--- src/rtl/lsu_mem_responder_if.sv ---
// Data-memory bus between the LSU responder and the core data-memory arbiter.
// The responder is the master: it issues req/addr/we/be/wdata and receives
// gnt, rvalid, rdata and err from the memory side.
interface lsu_mem_responder_if;
  logic        data_req;
  logic        data_gnt;
  logic [31:0] data_addr;
  logic        data_we;
  logic [3:0]  data_be;
  logic [31:0] data_wdata;
  logic        data_rvalid;
  logic [31:0] data_rdata;
  logic        data_err;

  modport master (
    output data_req, data_addr, data_we, data_be, data_wdata,
    input  data_gnt, data_rvalid, data_rdata, data_err
  );

  modport slave (
    input  data_req, data_addr, data_we, data_be, data_wdata,
    output data_gnt, data_rvalid, data_rdata, data_err
  );
endinterface

--- src/rtl/lsu_mem_responder.sv ---
// Responder end of the accelerator LSU request interface. Takes one read or
// write at a time from the accelerator, performs it on the data-memory bus
// with req/gnt/rvalid handshaking and returns a one-cycle lsu_done pulse with
// lane-extracted, zero-extended read data. Misaligned or illegal-type
// requests complete with an error without touching the bus; a watchdog ends
// accesses whose response never arrives.
module lsu_mem_responder #(
  parameter int TIMEOUT = 256
) (
  input  logic                       clk,
  input  logic                       rst_n,
  input  logic                       lsu_ren,
  input  logic                       lsu_wen,
  input  logic [1:0]                 lsu_type,
  input  logic [31:0]                lsu_addr_base,
  input  logic [31:0]                lsu_addr_offset,
  input  logic [31:0]                lsu_wdata,
  output logic                       lsu_done,
  output logic [31:0]                lsu_rdata,
  output logic                       lsu_err,
  output logic                       busy,
  lsu_mem_responder_if.master        bus
);

  localparam logic [1:0] TYPE_WORD = 2'b00;
  localparam logic [1:0] TYPE_HALF = 2'b01;
  localparam logic [1:0] TYPE_BYTE = 2'b10;

  // Watchdog counts WAIT cycles 0 .. TIMEOUT-1; the last value ends the access.
  localparam int                CNT_W   = (TIMEOUT > 1) ? $clog2(TIMEOUT) : 1;
  localparam logic [CNT_W-1:0]  CNT_MAX = CNT_W'((TIMEOUT > 0) ? TIMEOUT - 1 : 0);

  typedef enum logic [2:0] {
    IDLE = 3'd0,
    REQ  = 3'd1,
    WAIT = 3'd2,
    DONE = 3'd3,
    ERR  = 3'd4
  } state_e;

  state_e            state_q, state_d;
  logic              req_q, req_d;
  logic [31:0]       addr_q, addr_d;
  logic              we_q, we_d;
  logic [3:0]        be_q, be_d;
  logic [31:0]       wdata_q, wdata_d;
  logic [1:0]        type_q, type_d;
  logic [1:0]        lane_q, lane_d;
  logic              done_q, done_d;
  logic [31:0]       rdata_q, rdata_d;
  logic              err_q, err_d;
  logic              busy_q;
  logic [CNT_W-1:0]  cnt_q, cnt_d;

  logic [31:0]       lsu_addr;
  logic              type_illegal;
  logic              misaligned;
  logic [3:0]        req_be;
  logic [31:0]       req_wdata;

  // Effective byte address wraps modulo 2^32.
  assign lsu_addr     = lsu_addr_base + lsu_addr_offset;
  assign type_illegal = (lsu_type == 2'b11);
  assign misaligned   = ((lsu_type == TYPE_WORD) && (lsu_addr[1:0] != 2'b00)) ||
                        ((lsu_type == TYPE_HALF) && lsu_addr[0]);

  // Byte enables and lane-replicated write data for the incoming request.
  always_comb begin
    // NOTE: every output of a combinational block gets a default first so no path leaves it unassigned and infers a latch.
    req_be    = 4'b0001 << lsu_addr[1:0];
    req_wdata = {4{lsu_wdata[7:0]}};
    case (lsu_type)
      TYPE_WORD: begin
        req_be    = 4'b1111;
        req_wdata = lsu_wdata;
      end
      TYPE_HALF: begin
        req_be    = 4'b0011 << lsu_addr[1:0];
        req_wdata = {2{lsu_wdata[15:0]}};
      end
      default: ;
    endcase
  end

  // Pick the addressed lane out of a response word and zero-extend it.
  function automatic logic [31:0] extract_read(input logic [1:0]  typ,
                                               input logic [1:0]  lane,
                                               input logic [31:0] word);
    logic [31:0] res;
    res = word;
    if (typ == TYPE_HALF) begin
      res = {16'h0000, lane[1] ? word[31:16] : word[15:0]};
    end else if (typ == TYPE_BYTE) begin
      case (lane)
        2'd0:    res = {24'h000000, word[7:0]};
        2'd1:    res = {24'h000000, word[15:8]};
        2'd2:    res = {24'h000000, word[23:16]};
        default: res = {24'h000000, word[31:24]};
      endcase
    end
    return res;
  endfunction

  // Next state and next values of every registered output.
  always_comb begin
    state_d = state_q;
    req_d   = 1'b0;
    addr_d  = addr_q;
    we_d    = we_q;
    be_d    = be_q;
    wdata_d = wdata_q;
    type_d  = type_q;
    lane_d  = lane_q;
    done_d  = 1'b0;
    rdata_d = 32'h0;
    err_d   = 1'b0;
    cnt_d   = cnt_q;

    case (state_q)
      IDLE: begin
        if (lsu_ren || lsu_wen) begin
          if (type_illegal || misaligned) begin
            state_d = ERR;
            done_d  = 1'b1;
            err_d   = 1'b1;
          end else begin
            state_d = REQ;
            req_d   = 1'b1;
            addr_d  = {lsu_addr[31:2], 2'b00};
            we_d    = lsu_wen;   // write wins when both are raised
            be_d    = req_be;
            wdata_d = req_wdata;
            type_d  = lsu_type;
            lane_d  = lsu_addr[1:0];
          end
        end
      end
      REQ: begin
        // rvalid is not looked at here, so one coinciding with gnt is dropped.
        if (bus.data_gnt) begin
          state_d = WAIT;
          cnt_d   = '0;
        end else begin
          req_d   = 1'b1;
        end
      end
      WAIT: begin
        if (bus.data_rvalid) begin
          state_d = DONE;
          done_d  = 1'b1;
          err_d   = bus.data_err;
          rdata_d = we_q ? 32'h0 : extract_read(type_q, lane_q, bus.data_rdata);
        end else if ((TIMEOUT > 0) && (cnt_q == CNT_MAX)) begin
          state_d = DONE;
          done_d  = 1'b1;
          err_d   = 1'b1;
        end else begin
          cnt_d   = cnt_q + 1'b1;
        end
      end
      DONE:    state_d = IDLE;
      ERR:     state_d = IDLE;
      default: state_d = IDLE;
    endcase
  end

  // State and output registers; every output is registered and clears on reset.
  always_ff @(posedge clk or negedge rst_n) begin
    if (!rst_n) begin
      // NOTE: the datapath registers are reset as well, because all outputs must read 0 while reset is held.
      state_q <= IDLE;
      req_q   <= 1'b0;
      addr_q  <= 32'h0;
      we_q    <= 1'b0;
      be_q    <= 4'h0;
      wdata_q <= 32'h0;
      type_q  <= TYPE_WORD;
      lane_q  <= 2'b00;
      done_q  <= 1'b0;
      rdata_q <= 32'h0;
      err_q   <= 1'b0;
      busy_q  <= 1'b0;
      cnt_q   <= '0;
    end else begin
      // NOTE: clocked state uses non-blocking assignments so every register samples pre-edge values.
      state_q <= state_d;
      req_q   <= req_d;
      addr_q  <= addr_d;
      we_q    <= we_d;
      be_q    <= be_d;
      wdata_q <= wdata_d;
      type_q  <= type_d;
      lane_q  <= lane_d;
      done_q  <= done_d;
      rdata_q <= rdata_d;
      err_q   <= err_d;
      busy_q  <= (state_d != IDLE);
      cnt_q   <= cnt_d;
    end
  end

  assign lsu_done       = done_q;
  assign lsu_rdata      = rdata_q;
  assign lsu_err        = err_q;
  assign busy           = busy_q;
  assign bus.data_req   = req_q;
  assign bus.data_addr  = addr_q;
  assign bus.data_we    = we_q;
  assign bus.data_be    = be_q;
  assign bus.data_wdata = wdata_q;

endmodule
--- src/flat_wrapper.sv ---
// flat-port wrapper written by rule: the top's interface ports become plain ports
module lsu_mem_responder_flat 
#(
  parameter int TIMEOUT = 256
)
  (clk, rst_n, lsu_ren, lsu_wen, lsu_type, lsu_addr_base, lsu_addr_offset, lsu_wdata, lsu_done, lsu_rdata, lsu_err, busy, bus_data_req, bus_data_addr, bus_data_we, bus_data_be, bus_data_wdata, bus_data_gnt, bus_data_rvalid, bus_data_rdata, bus_data_err);
  lsu_mem_responder_if bus_i ();
  input  logic clk;
  input  logic rst_n;
  input  logic lsu_ren;
  input  logic lsu_wen;
  input  logic [1:0] lsu_type;
  input  logic [31:0] lsu_addr_base;
  input  logic [31:0] lsu_addr_offset;
  input  logic [31:0] lsu_wdata;
  output logic lsu_done;
  output logic [31:0] lsu_rdata;
  output logic lsu_err;
  output logic busy;
  output wire logic [$bits(bus_i.data_req)-1:0] bus_data_req;
  output wire logic [$bits(bus_i.data_addr)-1:0] bus_data_addr;
  output wire logic [$bits(bus_i.data_we)-1:0] bus_data_we;
  output wire logic [$bits(bus_i.data_be)-1:0] bus_data_be;
  output wire logic [$bits(bus_i.data_wdata)-1:0] bus_data_wdata;
  input wire logic [$bits(bus_i.data_gnt)-1:0] bus_data_gnt;
  input wire logic [$bits(bus_i.data_rvalid)-1:0] bus_data_rvalid;
  input wire logic [$bits(bus_i.data_rdata)-1:0] bus_data_rdata;
  input wire logic [$bits(bus_i.data_err)-1:0] bus_data_err;
  assign bus_data_req = bus_i.data_req;
  assign bus_data_addr = bus_i.data_addr;
  assign bus_data_we = bus_i.data_we;
  assign bus_data_be = bus_i.data_be;
  assign bus_data_wdata = bus_i.data_wdata;
  assign bus_i.data_gnt = bus_data_gnt;
  assign bus_i.data_rvalid = bus_data_rvalid;
  assign bus_i.data_rdata = bus_data_rdata;
  assign bus_i.data_err = bus_data_err;
  lsu_mem_responder #(.TIMEOUT(TIMEOUT)) u_core (.clk(clk), .rst_n(rst_n), .lsu_ren(lsu_ren), .lsu_wen(lsu_wen), .lsu_type(lsu_type), .lsu_addr_base(lsu_addr_base), .lsu_addr_offset(lsu_addr_offset), .lsu_wdata(lsu_wdata), .lsu_done(lsu_done), .lsu_rdata(lsu_rdata), .lsu_err(lsu_err), .busy(busy), .bus(bus_i));
endmodule
--- config.mk ---
export PLATFORM = sky130hd
export DESIGN_NAME = lsu_mem_responder_flat
export DESIGN_NICKNAME = d
export VERILOG_FILES = /design/src/rtl/lsu_mem_responder_if.sv /design/src/rtl/lsu_mem_responder.sv /design/src/flat_wrapper.sv
export SDC_FILE = /design/constraint.sdc
export NUM_CORES = 1
export LEC_CHECK = 0
export ABC_AREA = 1
export BUFFER_PORTS_ARGS = -buffer_cell sky130_fd_sc_hd__buf_2
export CAP_MARGIN = 10
export CORE_MARGIN = 5
export CORE_UTILIZATION = 40
export DETAILED_ROUTE_END_ITERATION = 8
export PLACE_DENSITY = 0.63
export SETUP_SLACK_MARGIN = 0.4
export SYNTH_ARGS = -nofsm -noshare
export SYNTH_HDL_FRONTEND = slang
export SYNTH_SLANG_ARGS = --single-unit
--- constraint.sdc ---
create_clock -name clk -period 3.03 [get_ports clk]
set_input_delay 0 -clock clk [delete_from_list [all_inputs] [get_ports clk]]
set_output_delay 0 -clock clk [all_outputs]
set_load 0.03 [all_outputs]
==> key figures, run 1 <==
Run status
  – Status: completed

Placed design
  – Cells after DPL: roughly 1600
  – Post-DP HPWL: between 15000 and 20000 µm
  – Port bufs: roughly 240
  – Gpl congestion: a little under 0.9

Clock tree
  – CTS tree: built
  – Worst-Skew Late Latency: approximately 400 ps
  – CTS root buffer: clkbuf_16
  – H-Tree Depth: 4
  – Clk slew on worst S/H paths: 60 ps
  – Resized Gates After CTS: 0
  – Longest Clk Path Bufs: 2
  – CTS Sinks: between 100 and 150
  – TritonCTS buffer count: 17

Synth
  – Mapped Avg Cell Area: ~6.8 µm²
  – Dominant cell type by area after synthesis: dfrtp_1
  – Main synth FF type: dfrtp_1
  – Top cells by count, synth: nand2_1 (424), inv_1 (152), nor2_1 (128)
  – Async S/R FF share, synth: 100%
  – Syn Inst Count: ~1100
  – Top cell type's share of synthesized area: roughly two fifths
  – Count leader, synth: nand2_1
  – Register area share after synthesis: between 30% and 40%
  – Seq cells post-synth: between 100 and 150
  – Yosys warns: 0
  – Synth area leaders: dfrtp_1 (39%), nand2_1 (21%), inv_1 (7.5%), nor2_1 (6.3%), ha_1 (5.3%)
  – Post-Syn Area: ~7600 µm²
  – Post-synth EDFFs: 0
  – Distinct cells, synth: 42

Global route
  – Global-route wire length before repair: between 30000 and 40000 µm
  – Largest net degree at the start of global routing: 59
  – Vias in the first global route: just over 8000
  – GRT overflow: 0
  – Initial antenna violation count: 0
  – All-Layer GR Usage: ~22%

Power
  – Int Pwr: ~0.0048 W
  – Clock Power Share: roughly a quarter
  – Combinational share of power: between 40% and 50%
  – Switch Pwr: approximately 0.0039 W
  – Switch share: between 40% and 50%
  – Worst VDD drop: roughly 400 µV
  – Leak: roughly 5.9 nW
  – Seq pwr share: 29.0%
  – PwrDens: 826 nW/µm²

Die
  – Die W: 148 µm
  – Die Y: between 100 and 150 µm
  – Placement Rows: 50
  – Core Box Area: about 19000 µm²
  – Initial Util: approximately two fifths
  – IO Count: between 200 and 250
  – Die area: 21900 µm²

Timing
  – Skew final: 8.52 ps
  – Hold_ws: ~33 ps
  – Final Hold Fails: 0
  – Setup Viol. Count Final: 0
  – Relative slew slack: 48.3%
  – Worst-margin pin slew: 775 ps
  – TNS Setup: 0 ps
  – Slew Viols, Final: 0
  – RSZ-0062 raised after global routing: no
  – Fin crit period: around 2500 ps
  – Fmax: 401 MHz
  – Crit share post-route: ~82%

Worst hold path
  – Min-Delay Startpoint: lsu_addr_base[31]
  – Hold Path Cell Cnt: 6
  – Hold endpoint: u_core.bus.data_addr[31]
  – Hold Path Class: in2reg

Critical path
  – CP Capture Type: flip-flop
  – FF-to-FF path depth: 9
  – R2R Setup Slk: 690 ps
  – CP Max Fanout: 39
  – Worst R2R Start: u_core.state_q[2]
  – Terminus of the critical flop-to-flop path: u_core.bus.data_wdata[31]
  – CP Launch Type: input port
  – Worst EP required: around 3400 ps
  – CP startpoint: lsu_addr_base[0]
  – Critical path class: in2reg
  – Worst EP arrival: around 2800 ps

Detailed routing
  – Antenna Violating Nets Remaining: 0
  – DRT iter0 DRCs: between 400 and 500
  – WL final: 24600 µm
  – Vias: about 8000
  – 1st-pass router iterations: 5
  – Vias per cell: a little under 5
  – Routed len/inst: approximately 15 µm
  – DRC Markers: 0

Final layout
  – Area Overhead vs Synth: 37.5%
  – Layout Cells excl Fill: 1691
  – Share of cells above drive strength 1: around a fifth
  – Nets: 1613

Job
  – Max-cap violations: 0
[cell families (layout without fill, tap and decap cells)]
| family | Yosys count | after routing | share of synthesized area [%] |
|---|---|---|---|
| AOI/OAI and AO/OA | 119 | 119 | 8.99 |
| xor gates and xnor gates | 18 | 18 | 2.07 |
| adders and majority gates | 33 | 33 | 5.51 |
| buffers and inverters | 184 | 520 | 10.1 |
| DFF | 118 | 118 | 38.7 |
| other | 1 | 3 | 0.0492 |
| and+or+nand+nor | 646 | 646 | 34.6 |
[layer usage]
metal	track usage, %	routed length, µm	part of all wire (%)	vias up
met4	9.56	875	3.6	0
met5	0	0	0	-
li1	-	-	-	4140
met2	37.6	11800	48	309
met1	28.4	10500	43	3722
met3	4.57	1410	5.7	64
[area by class of cell]
cell class | instances | area [µm²]
well taps | 234 | 293
multi-input cells | 818 | 3910
clock buffers | 20 | 447
diodes | 1 | 2.50
flip-flops and latches | 118 | 2950
clock inverters | 12 | 178
repair buffers | 332 | 2110
fillers | 1777 | 8230
inverters | 156 | 591
[critical path: stages]
cell and delay, ps:
buf_2 100, ha_1 240, fa_1 570, nor2_1 70, o21ai_1 160, o21ai_2 100, nand2_4 80, buf_4 400
buf_4 380, nand2_1 90, nand3_1 80, dlygate4sd3_1 540
[through the flow]
stage                     power [W]  area, µm²  setup slack (ps)  util, %
after CTS                   0.00870      10500               541     56.0
after floorplan             0.00520       7630              1390        -
after detailed placement    0.00641       9000               605     48.1
final                       0.00866      10500               539     56.0
after global placement      0.00636       9000               684     48.1
after global routing        0.00921      10500               430     56.0
[sequential cells by signal, summed over array words and instances, names as in the netlist]
register	cells
u_core.state_q	3
u_core.type_q	2
u_core.lsu_done	1
u_core.cnt_q	8
u_core.busy	1
u_core.bus.data_we	1
u_core.bus.data_be	4
u_core.bus.data_req	1
u_core.lsu_err	1
u_core.lsu_rdata	32
u_core.bus.data_wdata	32
u_core.lane_q	2
u_core.bus.data_addr	30
[power groups by stage]
stage                     Sequential (W)  Combinational [W]  Clock, W
final                            0.00251            0.00403   0.00212
after floorplan                  0.00350            0.00170         0
after global routing             0.00257            0.00441   0.00224
after global placement           0.00253            0.00383         0
after CTS                        0.00251            0.00404   0.00216
after detailed placement         0.00252            0.00388         0
[worst max path at each step]
stage / endpoint / slack [ps]
after detailed placement: u_core.bus.data_addr[7] / 600
after global placement: u_core.bus.data_addr[8] / 680
final: u_core.bus.data_wdata[31] / 540
after floorplan: u_core.bus.data_addr[10] / 1390
after CTS: u_core.bus.data_wdata[31] / 540
after global routing: u_core.bus.data_wdata[31] / 430
[what timing repair did]
item                      in CTS  in global routing
setup buffers                  0                  0
hold buffers                  85                  0
hold endpoints to repair     126                  0
[placed cells by master, fill, tap and decap left out, drive strengths merged, types with 3 or more instances in the layout]
cell type / synthesis / layout
a21oi: 38 / 38
a31oi: 8 / 8
buf: 25 / 247
bufinv: 0 / 4
clkbuf: 3 / 20
clkinv: 0 / 7
dfrtp: 118 / 118
dlygate4sd3: 0 / 85
ha: 32 / 32
inv: 156 / 156
nand2: 428 / 428
nand3: 62 / 62
nand3b: 4 / 4
nand4: 7 / 7
nor2: 133 / 133
nor3: 6 / 6
o2111ai: 8 / 8
o21a: 7 / 7
o21ai: 44 / 44
o21bai: 3 / 3
o22ai: 8 / 8
or2: 3 / 3
xnor2: 15 / 15
xor2: 3 / 3
Power figures use the tool's default switching activity.
==> run 2: changes to the inputs <==
- PLACE_DENSITY: 0.63 -> 0.66
- clock period: 3.03 -> 2.2 ns (I/O delays scaled with it)
==> key figures, run 2 (synthesized netlist as in run 1, its figures left out) <==
Critical path
  – Critical path class: in2reg
  – Worst EP required: between 2000 and 3000 ps
  – CP Launch Type: input port
  – Worst EP arrival: a little over 2000 ps
  – CP Max Fanout: 16
  – CP Capture Type: flip-flop
  – FF-to-FF path depth: 8

Placed design
  – Port bufs: between 200 and 250
  – Post-DP HPWL: approximately 19000 µm
  – Gpl congestion: around 0.88
  – Area post-placement: 9110 µm²

Timing
  – RSZ-0062 raised after global routing: yes
  – Relative slew slack: about 63%
  – Hold_ws: between 20 and 25 ps
  – Setup Viol. Count Final: 0
  – Fin crit period: around 1700 ps
  – Skew final: ~6.4 ps
  – Fmax: between 500 and 600 MHz
  – TNS Setup: 0 ps
  – Final Hold Fails: 0
  – Crit share post-route: between 70% and 80%
  – Worst-margin pin slew: about 550 ps
  – Slew Viols, Final: 0

Job
  – Max-cap violations: 0

Detailed routing
  – Vias per cell: a little under 5
  – Routed len/inst: about 14 µm
  – DRC Markers: 0
  – DRT iter0 DRCs: 507
  – Vias: slightly above 8000
  – Antenna Violating Nets Remaining: 0
  – WL final: between 20000 and 25000 µm
  – 1st-pass router iterations: 5

Die
  – Core Box Area: 18700 µm²
  – Die W: ~150 µm
  – Placement Rows: 50
  – Die Y: around 150 µm
  – Initial Util: between 40% and 50%
  – IO Count: between 200 and 250
  – Die area: 21900 µm²

Clock tree
  – Clk slew on worst S/H paths: approximately 60 ps
  – CTS root buffer: clkbuf_16
  – Longest Clk Path Bufs: 2
  – Worst-Skew Late Latency: about 400 ps
  – CTS Sinks: roughly 120
  – CTS tree: built
  – H-Tree Depth: 4
  – TritonCTS buffer count: 17

Global route
  – Initial antenna violation count: 0
  – Vias in the first global route: just under 8000
  – GRT overflow: 0
  – Largest net degree at the start of global routing: between 40 and 50
  – Global-route wire length before repair: 39100 µm
  – All-Layer GR Usage: between 20% and 30%

Power
  – Leak: around 6.0 nW
  – Worst VDD drop: 513 µV
  – PwrDens: between 1000 and 1500 nW/µm²

Final layout
  – Filler Cell Count: 1742
  – Most frequent cells in the layout: nand2_1 (424), buf_2 (238), inv_1 (152)
  – Share of cells above drive strength 1: a little over a fifth
  – Final core occ: 56.4%
  – Area Overhead vs Synth: 38.4%
  – Seq. cell area: 2950 µm²
  – Nets: roughly 1600
  – Post-Layout Inst Area: ~11000 µm²
  – Number of diodes: 0
  – Most common cell after layout, fill and taps aside: nand2_1
  – Multi-input combinational cell area: about 4000 µm²

Run status
  – Status: completed

Worst hold path
  – Hold Path Class: in2reg
  – Hold Path Cell Cnt: 5
[run 2: cell count changes in the layout (fill, tap and decap cells not counted), moves of 3 or more]
cell,before,now
clkbuf_8,1,4
nor2_2,2,5
buf_4,9,15
nor2_1,128,125
dlygate4sd3_1,85,77
clkinv_4,4,0
buf_12,0,3
[run 2: final cells by class]
| class | count | area share (%) |
|---|---|---|
| multi-input combinational | 818 | 37.1 |
| sequential | 118 | 28.0 |
| timing repair buffer | 335 | 20.5 |
| inverter | 156 | 5.62 |
| clock buffer | 23 | 4.63 |
| tap | 234 | 2.78 |
| clock inverter | 8 | 1.38 |
[run 2: repair_timing]
item,in CTS,in global routing
gates resized for setup,0,7
endpoints found under the hold margin,104,0
hold buffers,77,0
buffers inserted,0,1
endpoints found under the setup margin,0,30
[run 2: metal layers]
layer / global-route usage (%) / share of wire, %
met1: 27.6 / 42
met2: 37.3 / 48
met3: 5.06 / 6.8
met4: 8.45 / 3.4
met5: 0 / 0
[run 2: path summary, 6_finish.rpt]
path,startpoint,endpoint,slack (ps)
max,lsu_type[1],u_core.bus.data_wdata[20],480
min,lsu_wdata[13],u_core.bus.data_wdata[13],20
max reg2reg,u_core.state_q[2],u_core.bus.data_wdata[24],500
min reg2reg,u_core.bus.data_addr[18],u_core.bus.data_addr[18],470
max in group asynchronous,rst_n,u_core.bus.data_wdata[1],1390
min in group asynchronous,rst_n,u_core.busy,150
[run 2: where the power goes]
part | internal, W | switching, W
Clock | 0.00201 | 0.000981
Sequential | 0.00297 | 0.000466
Combinational | 0.00173 | 0.00387
[run 2: critical path: stages]
cell and delay [ps]:
dlygate4sd3_1 530, buf_2 210, nor2_4 370, nand2_1 110, dlygate4sd3_1 600, a31oi_1 210
[run 2: per-stage QoR]
stage / setup slack (ps) / power [W] / std cells
floorplan: 559 / 0.00716 / 1120
global placement: 138 / 0.00885 / 1583
detailed placement: 81.6 / 0.00893 / 1583
CTS: 426 / 0.0121 / 1691
global route: 387 / 0.0128 / 1692
finish: 480 / 0.0120 / 1692
